===== src/rtl/agat9_kbd_pkg.sv =====
// Shared constants and types for the Agat-9 keyboard sequencer.
package agat9_kbd_pkg;

   localparam int unsigned KEY_CODE_W = 7;
   localparam int unsigned NUM_ROWS   = 6;
   localparam int unsigned NUM_COLS   = 16;
   localparam int unsigned NUM_KEYS   = NUM_ROWS * NUM_COLS;
   localparam int unsigned DATA_BITS  = 7;

   typedef enum logic [1:0] {
      IDLE,
      START,
      DATA,
      STOP
   } tx_state_t;

endpackage


===== src/rtl/agat9_code_fifo.sv =====
// Small key-code queue; DEPTH must be a power of two (>= 2) so the pointers wrap naturally.
module agat9_code_fifo #(
   parameter int unsigned DEPTH = 4,
   parameter int unsigned WIDTH = 7
) (
   input  logic             clock,
   input  logic             reset_n,
   input  logic             push,
   input  logic             pop,
   input  logic [WIDTH-1:0] din,
   output logic [WIDTH-1:0] dout,
   output logic             full,
   output logic             empty
);

   localparam int unsigned AW = $clog2(DEPTH);

   logic [WIDTH-1:0] mem [DEPTH];
   logic [AW-1:0]    wr_ptr;
   logic [AW-1:0]    rd_ptr;
   logic [AW:0]      count;
   logic             do_push;
   logic             do_pop;

   // A push into a full queue is still taken when a pop frees the slot in the same cycle.
   assign do_pop  = pop && !empty;
   assign do_push = push && (!full || do_pop);
   assign full    = (count == (AW+1)'(DEPTH));
   assign empty   = (count == '0);
   assign dout    = mem[rd_ptr];

   // Pointer and occupancy bookkeeping.
   always_ff @(posedge clock or negedge reset_n) begin
      if (!reset_n) begin
         wr_ptr <= '0;
         rd_ptr <= '0;
         count  <= '0;
      end else begin
         if (do_push) wr_ptr <= wr_ptr + AW'(1);
         if (do_pop)  rd_ptr <= rd_ptr + AW'(1);
         case ({do_push, do_pop})
            2'b10:   count <= count + (AW+1)'(1);
            2'b01:   count <= count - (AW+1)'(1);
            default: ;
         endcase
      end
   end

   // Storage array; contents need no reset since occupancy gates every read.
   always_ff @(posedge clock) begin
      if (do_push) mem[wr_ptr] <= din;
   end

endmodule


===== src/rtl/agat9_key_sequencer.sv =====
// Agat-9 keyboard: matrix scanner, per-key debounce, code queue and serial host transmitter.
module agat9_key_sequencer
   import agat9_kbd_pkg::*;
#(
   parameter int unsigned SCAN_DIV       = 64,
   parameter int unsigned DEBOUNCE_SCANS = 3,
   parameter int unsigned FIFO_DEPTH     = 4
) (
   input  logic        clock,
   input  logic        reset_n,
   output logic [2:0]  row_drive,
   input  logic [15:0] sense,
   input  logic        host_strobe,
   input  logic        reply,
   output logic        key_data,
   output logic        busy,
   output logic        overflow
);

   localparam int unsigned DIV_W = (SCAN_DIV > 1) ? $clog2(SCAN_DIV) : 1;
   localparam int unsigned DEB_W = $clog2(DEBOUNCE_SCANS + 1);
   localparam int unsigned BIT_W = $clog2(DATA_BITS);
   localparam logic [DEB_W-1:0] DEB_MAX = DEB_W'(DEBOUNCE_SCANS);

   logic [DIV_W-1:0]      div_cnt;
   logic                  sample;
   logic [KEY_CODE_W-1:0] row_base;

   logic [DEB_W-1:0]      deb_cnt [NUM_KEYS];
   logic [NUM_KEYS-1:0]   deb_state;
   logic [DEB_W-1:0]      cnt_nxt [NUM_COLS];
   logic [NUM_COLS-1:0]   row_state_nxt;
   logic                  scan_push;
   logic [KEY_CODE_W-1:0] scan_code;

   logic                  code_push;
   logic                  fifo_pop;
   logic                  fifo_full;
   logic                  fifo_empty;
   logic [KEY_CODE_W-1:0] fifo_dout;

   logic [2:0]            strobe_sync;
   logic                  advance;

   tx_state_t             tx_state;
   tx_state_t             tx_state_nxt;
   logic [KEY_CODE_W-1:0] shift_q;
   logic [KEY_CODE_W-1:0] shift_d;
   logic [BIT_W-1:0]      bit_q;
   logic [BIT_W-1:0]      bit_d;

   assign sample    = (div_cnt == DIV_W'(SCAN_DIV - 1));
   assign row_base  = {row_drive, 4'b0000};
   assign code_push = sample && scan_push;
   assign advance   = strobe_sync[1] && !strobe_sync[2];

   // Row divider: hold each row for SCAN_DIV cycles, then step to the next row.
   always_ff @(posedge clock or negedge reset_n) begin
      if (!reset_n) begin
         div_cnt   <= '0;
         row_drive <= '0;
      end else if (sample) begin
         div_cnt   <= '0;
         row_drive <= (row_drive == 3'(NUM_ROWS - 1)) ? '0 : row_drive + 3'd1;
      end else begin
         div_cnt <= div_cnt + DIV_W'(1);
      end
   end

   // Next debounce counters/states for the current row; only the lowest new press is accepted,
   // other new presses stay released so they qualify again on the next scan.
   always_comb begin
      scan_push = 1'b0;
      scan_code = '0;
      for (int unsigned c = 0; c < NUM_COLS; c++) begin
         cnt_nxt[c]       = deb_cnt[row_base + KEY_CODE_W'(c)];
         row_state_nxt[c] = deb_state[row_base + KEY_CODE_W'(c)];
         if (!sense[c]) begin
            if (cnt_nxt[c] != DEB_MAX) cnt_nxt[c] = cnt_nxt[c] + DEB_W'(1);
         end else if (cnt_nxt[c] != '0) begin
            cnt_nxt[c] = cnt_nxt[c] - DEB_W'(1);
         end
         if (cnt_nxt[c] == '0) begin
            row_state_nxt[c] = 1'b0;
         end else if (cnt_nxt[c] == DEB_MAX && !row_state_nxt[c] && !scan_push) begin
            scan_push        = 1'b1;
            scan_code        = row_base + KEY_CODE_W'(c);
            row_state_nxt[c] = 1'b1;
         end
      end
   end

   // Commit debounce results for the sampled row.
   always_ff @(posedge clock or negedge reset_n) begin
      if (!reset_n) begin
         for (int unsigned k = 0; k < NUM_KEYS; k++) deb_cnt[k] <= '0;
         deb_state <= '0;
      end else if (sample) begin
         for (int unsigned c = 0; c < NUM_COLS; c++) begin
            deb_cnt[row_base + KEY_CODE_W'(c)]   <= cnt_nxt[c];
            deb_state[row_base + KEY_CODE_W'(c)] <= row_state_nxt[c];
         end
      end
   end

   agat9_code_fifo #(
      .DEPTH (FIFO_DEPTH),
      .WIDTH (KEY_CODE_W)
   ) u_fifo (
      .clock   (clock),
      .reset_n (reset_n),
      .push    (code_push),
      .pop     (fifo_pop),
      .din     (scan_code),
      .dout    (fifo_dout),
      .full    (fifo_full),
      .empty   (fifo_empty)
   );

   // Sticky overflow: a code arrived with no room and no simultaneous pop.
   always_ff @(posedge clock or negedge reset_n) begin
      if (!reset_n)                                overflow <= 1'b0;
      else if (code_push && fifo_full && !fifo_pop) overflow <= 1'b1;
   end

   // Two-flop synchronizer for the host clock plus one delay flop for edge detection.
   always_ff @(posedge clock or negedge reset_n) begin
      if (!reset_n) strobe_sync <= '0;
      else          strobe_sync <= {strobe_sync[1:0], host_strobe};
   end

   // Transmitter state register.
   always_ff @(posedge clock or negedge reset_n) begin
      if (!reset_n) begin
         tx_state <= IDLE;
         shift_q  <= '0;
         bit_q    <= '0;
      end else begin
         tx_state <= tx_state_nxt;
         shift_q  <= shift_d;
         bit_q    <= bit_d;
      end
   end

   // Transmitter next state and outputs: start bit 0, seven bits LSB first, stop bit 1.
   always_comb begin
      tx_state_nxt = tx_state;
      shift_d      = shift_q;
      bit_d        = bit_q;
      fifo_pop     = 1'b0;
      key_data     = 1'b1;
      busy         = 1'b1;
      case (tx_state)
         IDLE: begin
            busy = 1'b0;
            if (reply && !fifo_empty) begin
               fifo_pop     = 1'b1;
               shift_d      = fifo_dout;
               bit_d        = '0;
               tx_state_nxt = START;
            end
         end
         START: begin
            key_data = 1'b0;
            if (advance) tx_state_nxt = DATA;
         end
         DATA: begin
            key_data = shift_q[0];
            if (advance) begin
               if (bit_q == BIT_W'(DATA_BITS - 1)) begin
                  tx_state_nxt = STOP;
               end else begin
                  shift_d = shift_q >> 1;
                  bit_d   = bit_q + BIT_W'(1);
               end
            end
         end
         STOP: begin
            if (advance) tx_state_nxt = IDLE;
         end
         default: tx_state_nxt = IDLE;
      endcase
   end

endmodule


===== config.mk =====
export PLATFORM = sky130hd
export DESIGN_NAME = agat9_key_sequencer
export DESIGN_NICKNAME = d
export VERILOG_FILES = /design/src/rtl/agat9_kbd_pkg.sv /design/src/rtl/agat9_code_fifo.sv /design/src/rtl/agat9_key_sequencer.sv
export SDC_FILE = /design/constraint.sdc
export NUM_CORES = 1
export LEC_CHECK = 0
export CAP_MARGIN = 20
export CORE_ASPECT_RATIO = 1.2
export CORE_UTILIZATION = 57
export CTS_CLUSTER_SIZE = 10
export DETAILED_ROUTE_END_ITERATION = 6
export GPL_TIMING_DRIVEN = 0
export PLACE_DENSITY = 0.86
export SYNTH_ARGS = -nofsm -noshare
export SYNTH_HDL_FRONTEND = slang
export SYNTH_SLANG_ARGS = --single-unit

===== constraint.sdc =====
create_clock -name clock -period 3.3 [get_ports clock]
set_input_delay 0.66 -clock clock [delete_from_list [all_inputs] [get_ports clock]]
set_output_delay 0.66 -clock clock [all_outputs]
set_load 0.02 [all_outputs]

# Yosys cells after proc, flatten, opt, wreduce, memory -nomap -nowiden
# Memory sizes are Yosys's and may differ from the RTL's.
# Index checks and enable logic that the tools add are counted.
[word_totals]
word_cells = 776
n_memories = 1
ff_bits = 320
in_bits = 20
ram_bits = 28
[classes]
add_sub_neg = 54
muxes = 343
bitwise_logic = 16
reduce_logical = 144
order_cmp = 64
n_eq_ne = 47
[memory_table]
columns = ["memory", "words", "width", "rd", "rd_clocked_by_memory_dff", "wr", "line_no", "text"]
rows = [
  ["u_fifo.mem", 4, 7, 1, 0, 1, "agat9_code_fifo.sv:18", "logic [WIDTH-1:0] mem [DEPTH];"],
]
[op_table]
columns = ["op", "n"]
rows = [
  ["bitwise mux 192 bit", 16],
  ["bitwise mux 96 bit", 16],
  ["two-way mux 7 bit", 35],
  ["binary-select mux 2 bit (select 7 bit)", 16],
  ["demux 2 bit (select 7 bit)", 16],
  ["two-way mux 2 bit", 101],
  ["greater-or-equal comparator 8 bit, second input constant", 16],
  ["less-than comparator 7 x 8 -> 1 bit, second input constant", 16],
  ["less-than comparator 8 x 1 -> 1 bit, second input constant", 16],
  ["inverter 7 -> 8 bit", 16],
  ["greater-or-equal comparator 7 x 1 -> 1 bit, second input constant", 16],
  ["binary-select mux 1 bit (select 7 bit)", 15],
  ["demux 1 bit (select 7 bit)", 15],
  ["two-way mux 1 bit", 101],
  ["logical AND 1 bit", 70],
  ["adder 7 x 4 -> 7 bit, second input constant", 8],
  ["inequality test 2 bit, second input constant", 22],
  ["equality test 2 bit, second input constant", 19],
  ["adder 2 x 1 -> 2 bit, second input constant", 18],
  ["nonzero test 2 bit", 18],
  ["logical NOT 1 bit", 35],
  ["logical NOT 2 bit", 17],
  ["subtractor 2 x 1 -> 2 bit, second input constant", 16],
  ["adder 7 x 3 -> 7 bit, second input constant", 4],
  ["20 further kinds", 30],
]

# Longest topological paths before layout
[depth]
depth_word = 75
ltp_mapped = 17
depth_no_buf = 13

# By module
# Synthesis repeated with hierarchy kept, for this count alone.
[hier_totals]
hier_cells = 1512
area_unflattened_um2 = 16445.8
[by_module_without_submodules]
columns = ["module", "n_inst", "area_each_um2", "cells_each"]
rows = [
  ["agat9_key_sequencer", 1, 14940.6, 1429],
  ["agat9_code_fifo", 1, 1505.2, 83],
]

# Least setup slack after synthesis
# OpenSTA, ideal clock, no wires.
[synth_timing]
path_type = "register to register"
from = "register row_drive[0]"
to = "register u_fifo.count[2]"
stages_incl_launch_ff = 18
slack_ps = -326
arrival_time_ps = 3546
path_cell_list = "dfrtp_1 -> buf_6 -> buf_8 -> buf_8 -> buf_8 -> mux2i_1 -> nor2_1 -> o311ai_1 -> o31ai_1 -> nor4_4 -> nand3_2 -> o211ai_4 -> ha_1 -> inv_1 -> fa_1 -> xor2_1 -> nor2_1 -> xor2_1"
[synth_via]
elab_chain_len = 75
[synth_rtl]
columns = ["element", "line_no", "text"]
rows = [
  ["start, declared", "agat9_key_sequencer.sv:11", "output logic [2:0] row_drive,"],
  ["start signal, assigned", "agat9_key_sequencer.sv:64", "row_drive <= (row_drive == 3'(NUM_ROWS - 1)) ? '0 : row_drive + 3'd1;"],
  ["branches (longest 70 deep; another with adder 7 x 1 -> 7 bit)", "-", ""],
  ["two-way mux 1 bit *", "agat9_key_sequencer.sv:83", "if (cnt_nxt[c] == '0) begin"],
  ["logical AND 1 bit *", "agat9_key_sequencer.sv:54", "assign code_push = sample && scan_push;"],
  ["logical AND 1 bit *", "agat9_code_fifo.sv:27", "assign do_push = push && (!full || do_pop);"],
  ["equality test 2 x 1 -> 1 bit or equality test 2 bit (tied branches)", "agat9_code_fifo.sv:41", "case ({do_push, do_pop})"],
  ["case mux 3 bit (2 select lines) or nonzero test 2 bit (tied branches)", "-", ""],
  ["end signal, assigned", "agat9_code_fifo.sv:42", "2'b10: count <= count + (AW+1)'(1);"],
  ["end signal, assigned", "agat9_code_fifo.sv:43", "2'b01: count <= count - (AW+1)'(1);"],
  ["end, declared", "agat9_code_fifo.sv:21", "logic [AW:0] count;"],
]
# Mark *: on every way between the ends. The select of a mux whose other input is x is not followed.
# A chain may end at the register's enable or synchronous reset.

# Final worst setup path
# Same ends and word-level chain as after synthesis.

==> run_results.csv <==
group,metric,value,unit
logic_synthesis,synthSimpleGateAreaFrac,9.87,%
logic_synthesis,synthArstFlopShare,92.0,%
timing,max-slew-margin-rel,41.7,%
grt,grt_overflow_total,0,
clock_tree,cts.path.max_buffers,3,
clock_tree,cts_buffers,40,
logic_synthesis,synth_edf_count,28,
pwr,p_leak,7.52,nW
final_layout,multi_input_area,7310,µm²
final_layout,fillers,1853,
clock_tree,path_clk_slew,60,ps
routing,met1Wirelength,17700,µm
logic_synthesis,synth_cell_types,79,
placed_design,io_buffers,25,
logic_synthesis,synth_top_family_by_area,"compound AO/OA/AOI/OAI gates",
routing,drt_first_iter_violations,1902,
logic_synthesis,synthAdderAreaFrac,2.81,%
logic_synthesis,yosys-top-cells-area,"dfrtp_1 49%, mux2_2 5.8%, mux2i_1 5.4%",
hold_path,min-delay-path-class,"in -> async",
flow_run,cap_violations,0,
critical_path,path_class,"reg -> reg",
die,coreArea,28100,µm²
die,start_util,58.4,%
timing,slew_viol_final,0,
logic_synthesis,synth_flop_cell,"dfrtp_1",
routing,drcViolationCount,0,
grt,grt_pass1_vias,13600,
routing,route.met2.wl,23300,µm
routing,avgRoutedWirePerCell,25.0,µm
logic_synthesis,synth_compound_area_share,14.7,%
final_layout,drive_gt1_share,20.9,%
placed_design,gp_congestion,0.967,
placed_design,place_area,17300,µm²
timing,rsz0062_at_grt,"true",
logic_synthesis,synth-xor-area-share,0.534,%
routing,routed.top_layer,"met4",
routing,wl_met3,5320,µm
routing,dr.pass1.iters,6,
timing,setup_violations,45,
logic_synthesis,ys_seq_area_share,53.9,%
clock_tree,cts_tree,"built",
critical_path,endpoint_kind,"flop",
grt,antenna_found_initial,0,
routing,vias_per_cell,6.71,
timing,fin_crit_sh,109,%
timing,fin_crit,3580,ps
clock_tree,clkSinkCount,348,
logic_synthesis,post-synth-top-area-cell,"dfrtp_1",
timing,setup_ws,-285,ps
clock_tree,root_buffer,"clkbuf_16",
final_layout,area_delta_synth_final,16.8,%
logic_synthesis,yosysTopAreaCellShare,48.8,%
routing,wirelength,50100,µm
grt,grt_first_pass_wirelength,74700,µm
clock_tree,cts-htree-levels,2,
logic_synthesis,synth_cells,1502,
routing,via_count,13400,
die,pin_count,26,
timing,finalHoldViolCount,0,
die,num_rows,67,
critical_path,cp.arrival,4050,ps
timing,worst_slew_pin_slew,875,ps
critical_path,crit_required,3760,ps
run_status,outcome,"finished with violations",
placed_design,hpwl,31900,µm
run_status,violations,"setup timing",
timing,skew,27.4,ps
final_layout,regArea,8850,µm²
logic_synthesis,synth_area,16400,µm²
die,die_w,157,µm
die,die_y,188,µm
logic_synthesis,muxShareOfSynthArea,14.2,%
critical_path,startpoint_type,"flop",
logic_synthesis,ys_ff_latch,348,
routing,antenna_left,0,
final_layout,fin_area,19200,µm²
timing,fmax,279,MHz
logic_synthesis,synth_warnings,0,
logic_synthesis,syn_area_per_cell,10.9,µm²
pwr,p_total,0.00903,W
pwr,power.density,471,nW/µm²
critical_path,crit_fanout,7,
final_layout,antenna_cells,0,
clock_tree,worstSkewPairLatency,560,ps
logic_synthesis,syn_nets,1535,
grt,groute.usage.overall,33.9,%
die,die_area,29500,µm²
pwr,ir_worst_vdd,0.000347,V
grt,grt_max_degree,98,
final_layout,nets,1645,
clock_tree,hold_buffers,0,
critical path, cell delays in order, from the launching register on:
cell and delay, ps:
dfrtp_2 410, buf_12 150, buf_12 130, buf_12 130
buf_12 130, buf_6 120, mux2i_2 220, o22ai_2 140
a21oi_4 250, nor3_4 100, nor4_4 360, nand3_2 150
o211ai_4 250, ha_4 180, inv_2 30, fa_2 320
xor2_1 140, nor2_1 110, xor2_1 160
repair_timing:
item / CTS / global route
setup buffers: 26 / 20
endpoints found under the setup margin: 280 / 243
pin swaps: 11 / 16
gates resized for setup: 54 / 79
final cells by class:
| cell class | count | share of cell area (%) |
|---|---|---|
| Inverter | 26 | 0.509 |
| Clock buffer | 48 | 5.49 |
| Timing Repair Buffer | 72 | 3.84 |
| Sequential cell | 348 | 46.2 |
| Buffer | 95 | 3.32 |
| Tap cell | 379 | 2.47 |
| Multi-Input combinational cell | 1029 | 38.1 |
| Clock inverter | 2 | 0.0914 |
final timing paths:
check	start	end	slack [ps]	cells past startpoint
max	row_drive[0]	u_fifo.count[2]	-280	18
min	reset_n	deb_cnt[90]	40	1
max reg2reg	row_drive[0]	u_fifo.count[2]	-280	18
min reg2reg	strobe_sync[0]	strobe_sync[1]	350	0
max in group asynchronous	reset_n	deb_cnt[167]	2050	3
min in group clock	strobe_sync[0]	strobe_sync[1]	350	0
registers in the layout (all words and copies together), names as in the netlist:
name / flops
deb_cnt: 192
deb_state: 96
u_fifo.mem: 28
shift_q: 7
div_cnt: 6
bit_q: 3
row_drive: 3
strobe_sync: 3
u_fifo.count: 3
tx_state: 2
u_fifo.rd_ptr: 2
u_fifo.wr_ptr: 2
overflow: 1
cells in the final DEF (no fill, tap or decap), drive strengths merged, types with 4 or more instances in the layout:
cell type / n
dfrtp: 320
nor2: 168
a21oi: 159
nand2: 151
o21ai: 134
clkbuf: 102
mux2: 96
buf: 89
mux2i: 88
maj3: 29
edfxtp: 28
inv: 28
o22ai: 26
clkdlybuf4s50: 24
o22a: 17
mux4: 15
ha: 12
nand3: 11
nor3: 10
a21boi: 9
o32ai: 8
or3: 8
nand2b: 7
o221ai: 7
xnor2: 6
o2bb2ai: 6
nor2b: 5
o31ai: 5
xor2: 4
a31oi: 4
cell usage after synthesis, types with 4 or more instances:
| library cell | n |
|---|---|
| o21ai_0 | 127 |
| buf_6 | 4 |
| clkbuf_1 | 55 |
| buf_12 | 4 |
| a21oi_2 | 9 |
| buf_8 | 4 |
| nor3_1 | 8 |
| o221ai_1 | 5 |
| buf_4 | 5 |
| a21boi_0 | 8 |
| mux2i_1 | 88 |
| mux2_2 | 85 |
| mux4_2 | 15 |
| o22a_1 | 17 |
| maj3_1 | 29 |
| o32ai_1 | 7 |
| xnor2_1 | 6 |
| o22ai_1 | 26 |
| buf_1 | 4 |
| nand2_1 | 150 |
| a31oi_1 | 4 |
| buf_2 | 23 |
| a21oi_1 | 149 |
| o2bb2ai_1 | 6 |
| mux2_4 | 8 |
| edfxtp_1 | 28 |
| nor2_1 | 168 |
| dfrtp_1 | 320 |
| o21ai_2 | 4 |
| inv_1 | 25 |
| nand2b_1 | 7 |
| xor2_1 | 4 |
| nand3_1 | 10 |
| ha_1 | 12 |
| or3_1 | 7 |
| nor2b_1 | 5 |
where the power goes:
| group | leakage, nW | total (W) | switching, W | internal [W] |
|---|---|---|---|---|
| sequential | 3.35 | 0.00445 | 0.0000564 | 0.00439 |
| clock | 0.523 | 0.00389 | 0.00168 | 0.00222 |
| combinational | 3.64 | 0.000688 | 0.000437 | 0.000251 |
| total | 7.52 | 0.00903 | 0.00217 | 0.00686 |
routing by layer:
metal	GRT usage, %	vias to the layer above
met5	0	-
met4	25.2	0
met3	8.02	284
met2	52.3	998
met1	41.5	6580
li1	-	5543
metrics by stage:
stage | util [%] | worst slack, ps | std cells | setup TNS, ps | hold WS [ps]
after floorplan | - | -189 | 1502 | -190 | 331
after global placement | 61.2 | -12690 | 1906 | -3733160 | 336
after detailed placement | 61.5 | -845 | 1909 | -52340 | 350
after CTS | 66.7 | -331 | 1985 | -753 | 61.3
after global routing | 68.3 | -367 | 1999 | -5570 | 67.2
final | 68.3 | -285 | 1999 | -2250 | 35.7
cell families after synthesis:
group	count (synthesis)
adders and majority gates	42
buffers and inverters	125
AOI/OAI and AO/OA	398
xor gates and xnor gates	10
and+or+nand+nor	380
DFF	348
muxes	199
No activity file was read; power rests on OpenSTA's default activity.
==> patch 1 (same flow settings) <==
Set the package constant `DATA_BITS` to 6 (it was 7).
--- a/src/rtl/agat9_kbd_pkg.sv
+++ b/src/rtl/agat9_kbd_pkg.sv
@@ -5,7 +5,7 @@
    localparam int unsigned NUM_ROWS   = 6;
    localparam int unsigned NUM_COLS   = 16;
    localparam int unsigned NUM_KEYS   = NUM_ROWS * NUM_COLS;
-   localparam int unsigned DATA_BITS  = 7;
+   localparam int unsigned DATA_BITS  = 6;
 
    typedef enum logic [1:0] {
       IDLE,
Function: not settled (the Yosys comparison gave no result); the edit may change what the design does.
==> patch 1 against the unedited design <==
  * The run still ends with negative setup slack left
  * Critical path depth shrank 1
  * Area after synthesis shrank 0.98%
  * Largest cell class unchanged
  * Clock skew shrank 12 ps
  * Cell area grew 1.0%
  * Synthesized cell count grew 2.5%
  * Sequential cell count is the same
  * Worst setup slack lost 120 ps
  * Total power shrank 1.0%
  * Routed wire length grew 7.0%
==> patch 1: results (changes against the unedited design) <==
M2 GR Usage 0.563 (+0.0396); met1 global-route usage 0.439 (+0.0239); post-synthesis compound-gate area fraction 0.146 (-0.00125); Post-synth EDFFs 28 (unchanged); Net Count, Synth 1572 (+2.4%); register area share after synthesis 0.544 (+0.00531); vias in the first global route 14000 (+3.2%); synth cell count leaders 320 x dfrtp_1, 178 x nor2_1, 175 x nand2_1; GRT met3 Usage 0.101 (+0.0208); n_diodes 0 (unchanged); DR WL/cell 25.9 um (+3.3%); HP Class primary input to asynchronous set/reset pin; post-CTS resize count 78 (+44%); layout cells sized above 1 0.193 (-0.0158); GRT Total Usage 0.365 (+0.0254); Cell variety after synth 70 (-11%); leakage 7.78 nW (+3.4%); failing checks negative setup slack; Met2 Wirelength 24400 um (+4.9%); met3 WL post-DR 6440 um (+21%); largest net degree at the start of global routing 129 (+32%); Post-Synth Adder-Cell Area 0.0296 (+0.00151); Crit path arrival time 4110 ps (+60 ps); status finished with violations; Tightest Pin Transition 1100 ps (+220 ps); Setup Viol. Count Final 65 (+44%); Crit. Startpoint row_drive[0]; routability cong. 0.991 (+2.5%); via count 14000 (+4.4%); DRT Pass-1 Iters 7 (+1); IR drop worst, VDD 0.416 mV (+20%); post-synthesis mux area share 0.131 (-0.0110); later-pin clock latency in the skew report 540 ps (-20 ps); DRT iter0 DRCs 2008 (+5.6%); critical path's slowest cell nor4_1; Post-CTS Setup Bufs 42 (+62%); Final WS setup -403 ps (-119 ps); filler instances 1899 (+2.5%); top post-synthesis cells by area dfrtp_1 49%, mux2i_1 5.9%, edfxtp_1 5.2%, a21oi_1 4.9%, mux2_2 4.9%; met1 WL 18100 um (+2.6%); global-route wire length before repair 79800 um (+6.8%); Setup TNS Final -7440 ps (-5190 ps); Crit path largest cell delay 650 ps (+240 ps); hpwl dp 33200 um (+3.8%); final clock skew 15.5 ps (-11.9 ps); Top reg by flops deb_cnt; NumNets Final 1717 (+4.4%); Synth Area in XOR/XNOR 0.00539 (+0.0000526)
patch 1: cell count changes after synthesis, sizes merged, moves of 5 or more:
cell    delta
a21boi     -5
a21oi      +6
and2       +8
inv        -5
mux2      -15
mux2i      +8
nand2     +24
nor2      +12
o22ai     +11
or3        -7
patch 1: area by class of cell:
class	count	area share
plain buffers	95	0.0328
inverters	21	0.00420
multi-input cells	1072	0.373
well taps	379	0.0245
clock buffers	48	0.0543
repair buffers	106	0.0545
flip-flops and latches	348	0.457
patch 1: through the flow:
stage | power [mW] | util | setup slack, ps | cell area [um^2] | cells
6_report | 8.94 | 0.692 | -403 | 19400 | 2069
4_1_cts | 8.89 | 0.675 | -311 | 18900 | 2039
5_1_grt | 9.18 | 0.692 | -519 | 19400 | 2069
3_3_place_gp | 5.09 | 0.609 | -12790 | 17000 | 1943
2_1_floorplan | 4.86 | - | -34.9 | 16300 | 1539
3_5_place_dp | 5.12 | 0.611 | -1210 | 17100 | 1946
patch 1: power by group:
part           switching (mW)  internal, mW
combinational           0.416         0.229
sequential             0.0503          4.39
clock                    1.65          2.21
patch 1: final timing paths:
check,cells after the start,slack [ps],end
max,17,-400,u_fifo.count[2]
min,1,120,deb_cnt[88]
max reg2reg,17,-400,u_fifo.count[2]
min reg2reg,0,370,strobe_sync[1]
max in group asynchronous,2,2060,row_drive[0]
min in group clock,0,370,strobe_sync[1]
patch 1: worst max-delay path, delay by kind of cell, from the launching register on:
kind | cells | cell delay (ps)
AOI/OAI and AO/OA | 2 | 360
and+or+nand+nor | 5 | 1340
DFF | 1 | 480
buffers and inverters | 5 | 610
adders and majority gates | 2 | 340
muxes | 1 | 140
xor gates and xnor gates | 2 | 300
==> patch 2 (config.mk and constraints unchanged) <==
Without the edit above. Take the reset off `shift_q` and load it in a clocked block of its own.
--- a/src/rtl/agat9_key_sequencer.sv
+++ b/src/rtl/agat9_key_sequencer.sv
@@ -133,13 +133,15 @@
    always_ff @(posedge clock or negedge reset_n) begin
       if (!reset_n) begin
          tx_state <= IDLE;
-         shift_q  <= '0;
          bit_q    <= '0;
       end else begin
          tx_state <= tx_state_nxt;
-         shift_q  <= shift_d;
          bit_q    <= bit_d;
       end
+   end
+
+   always_ff @(posedge clock) begin
+      shift_q <= shift_d;
    end
 
    // Transmitter next state and outputs: start bit 0, seven bits LSB first, stop bit 1.
Function: not settled (the Yosys comparison gave no result); the edit may change what the design does.
==> patch 2 against the unedited design <==
  * Worst setup slack improved by 78 ps
  * Synthesized cell count increased by 4.0%
  * Sequential cell count unchanged
  * Cell area increased by 0.24%
  * Non-clock buffer count increased by 9
  * Utilization increased by 0.16 points
  * The run still ends with negative setup slack left
  * Clock skew decreased by 8.9 ps
  * Total power increased by 1.7%
  * Routed wire length increased by 3.6%
  * Area after synthesis decreased by 0.37%
==> patch 2: results (changes against the unedited design) <==
Net Count, Synth 1595 (+3.9%); leakage 8.10 nW (+7.7%); vias in the first global route 13600 (+0.21%); combinational group share of total power 0.084 (+0.008); met1 global-route usage 0.413 (-0.00219); Post-CTS Setup Bufs 35 (+35%); register area share after synthesis 0.543 (+0.00412); Place WS -1250 ps (-408 ps); later-pin clock latency in the skew report 540 ps (-20 ps); P per Cell Area 478 mW/mm^2 (+1.4%); final clock skew 18.4 ps (-8.92 ps); Crit path largest cell delay 430 ps (+20 ps); Tightest Pin Transition 950 ps (+74.5 ps); Setup Viol. Count Final 10 (-78%); worst-path fanout max 6 (-1); status finished with violations; post-CTS resize count 84 (+56%); DRT iter0 DRCs 1565 (-18%); DP Area 0.0172 mm^2 (-0.30%); failing checks negative setup slack; syn avg cell area 10.5 um^2 (-4.2%); critical path class flop to flop; Vias/cell 6.57 (-2.0%); global-route wire length before repair 77900 um (+4.4%); M2 GR Usage 0.564 (+0.0411); HP Class primary input to asynchronous set/reset pin; layout cells sized above 1 0.175 (-0.0341); DRT Pass-1 Iters 7 (+1); hpwl dp 34400 um (+7.8%); Post-Synth Adder-Cell Area 0.0282 (+0.000103); Port-buffer cells 22 (-12%); placed cell count 1965 (+2.9%); Synth Area in XOR/XNOR 0.00536 (+0.0000196); top post-synthesis cells by area dfrtp_1 48%, o21ai_0 6.9%, edfxtp_1 6.4%, nand2_1 6.4%, mux2i_1 6.2%; DR WL/cell 25.1 um (+0.13%); GRT met3 Usage 0.0985 (+0.0183); critical path's slowest cell or3_4; final std cells w/o fill 2069 (+3.5%); largest net degree at the start of global routing 125 (+28%); Post-synth EDFFs 35 (+25%); NumNets Final 1714 (+4.2%); Reg2Reg Depth 16 (-2); H-tree depth reported by CTS 2 (unchanged); post-synthesis mux area share 0.129 (-0.0127); Final WS setup -207 ps (+77.5 ps); Switch Pwr 2.17 mW (about the same); Setup TNS Final -865 ps (+1390 ps); GRT Total Usage 0.357 (+0.0177); IR drop worst, VDD 0.403 mV (+16%); synth cell count leaders 313 x dfrtp_1, 277 x nand2_1, 224 x o21ai_0; biggest regs deb_cnt x192, deb_state x96, u_fifo.mem x28; Hold WS 208 ps (+172 ps); routability cong. 1.01 (+4.5%); asr flop ratio synth 0.899 (-0.0201); post-synthesis compound-gate area fraction 0.148 (+0.00138); Cell variety after synth 63 (-20%); Flop pwr share 0.492 (about the same)
## patch 2: cell types whose count changed in the layout (fill, tap and decap cells not counted), moves of 11 or more
cell     unedited run  this run
nand2_1           148       277
a21oi_1           141        39
o21ai_0           123       222
nor2_1            162        84
mux2_2             82        58
o21ai_1             5        24
buf_2              17         3
mux2i_1            85        99
nor3_1              3        17
mux2_4             12         0
o31ai_1             2        13
## patch 2: routing by layer
metal  wire (um)  vias to the layer above  part of all wire
li1            -                     5763                 -
met3        5410                      300              0.10
met4        4440                        0             0.086
met1       17900                     6646              0.34
met2       24100                      884              0.47
met5           0                        -                 0
## patch 2: area by class of cell
type / count / area, um^2
Clock buffer: 49 / 1070
Sequential cell: 348 / 8890
Tap cell: 379 / 474
Multi-Input combinational cell: 1095 / 7290
Fill cell: 1961 / 8860
Buffer: 97 / 638
Inverter: 20 / 76.3
Clock inverter: 2 / 17.5
Timing Repair Buffer: 79 / 772
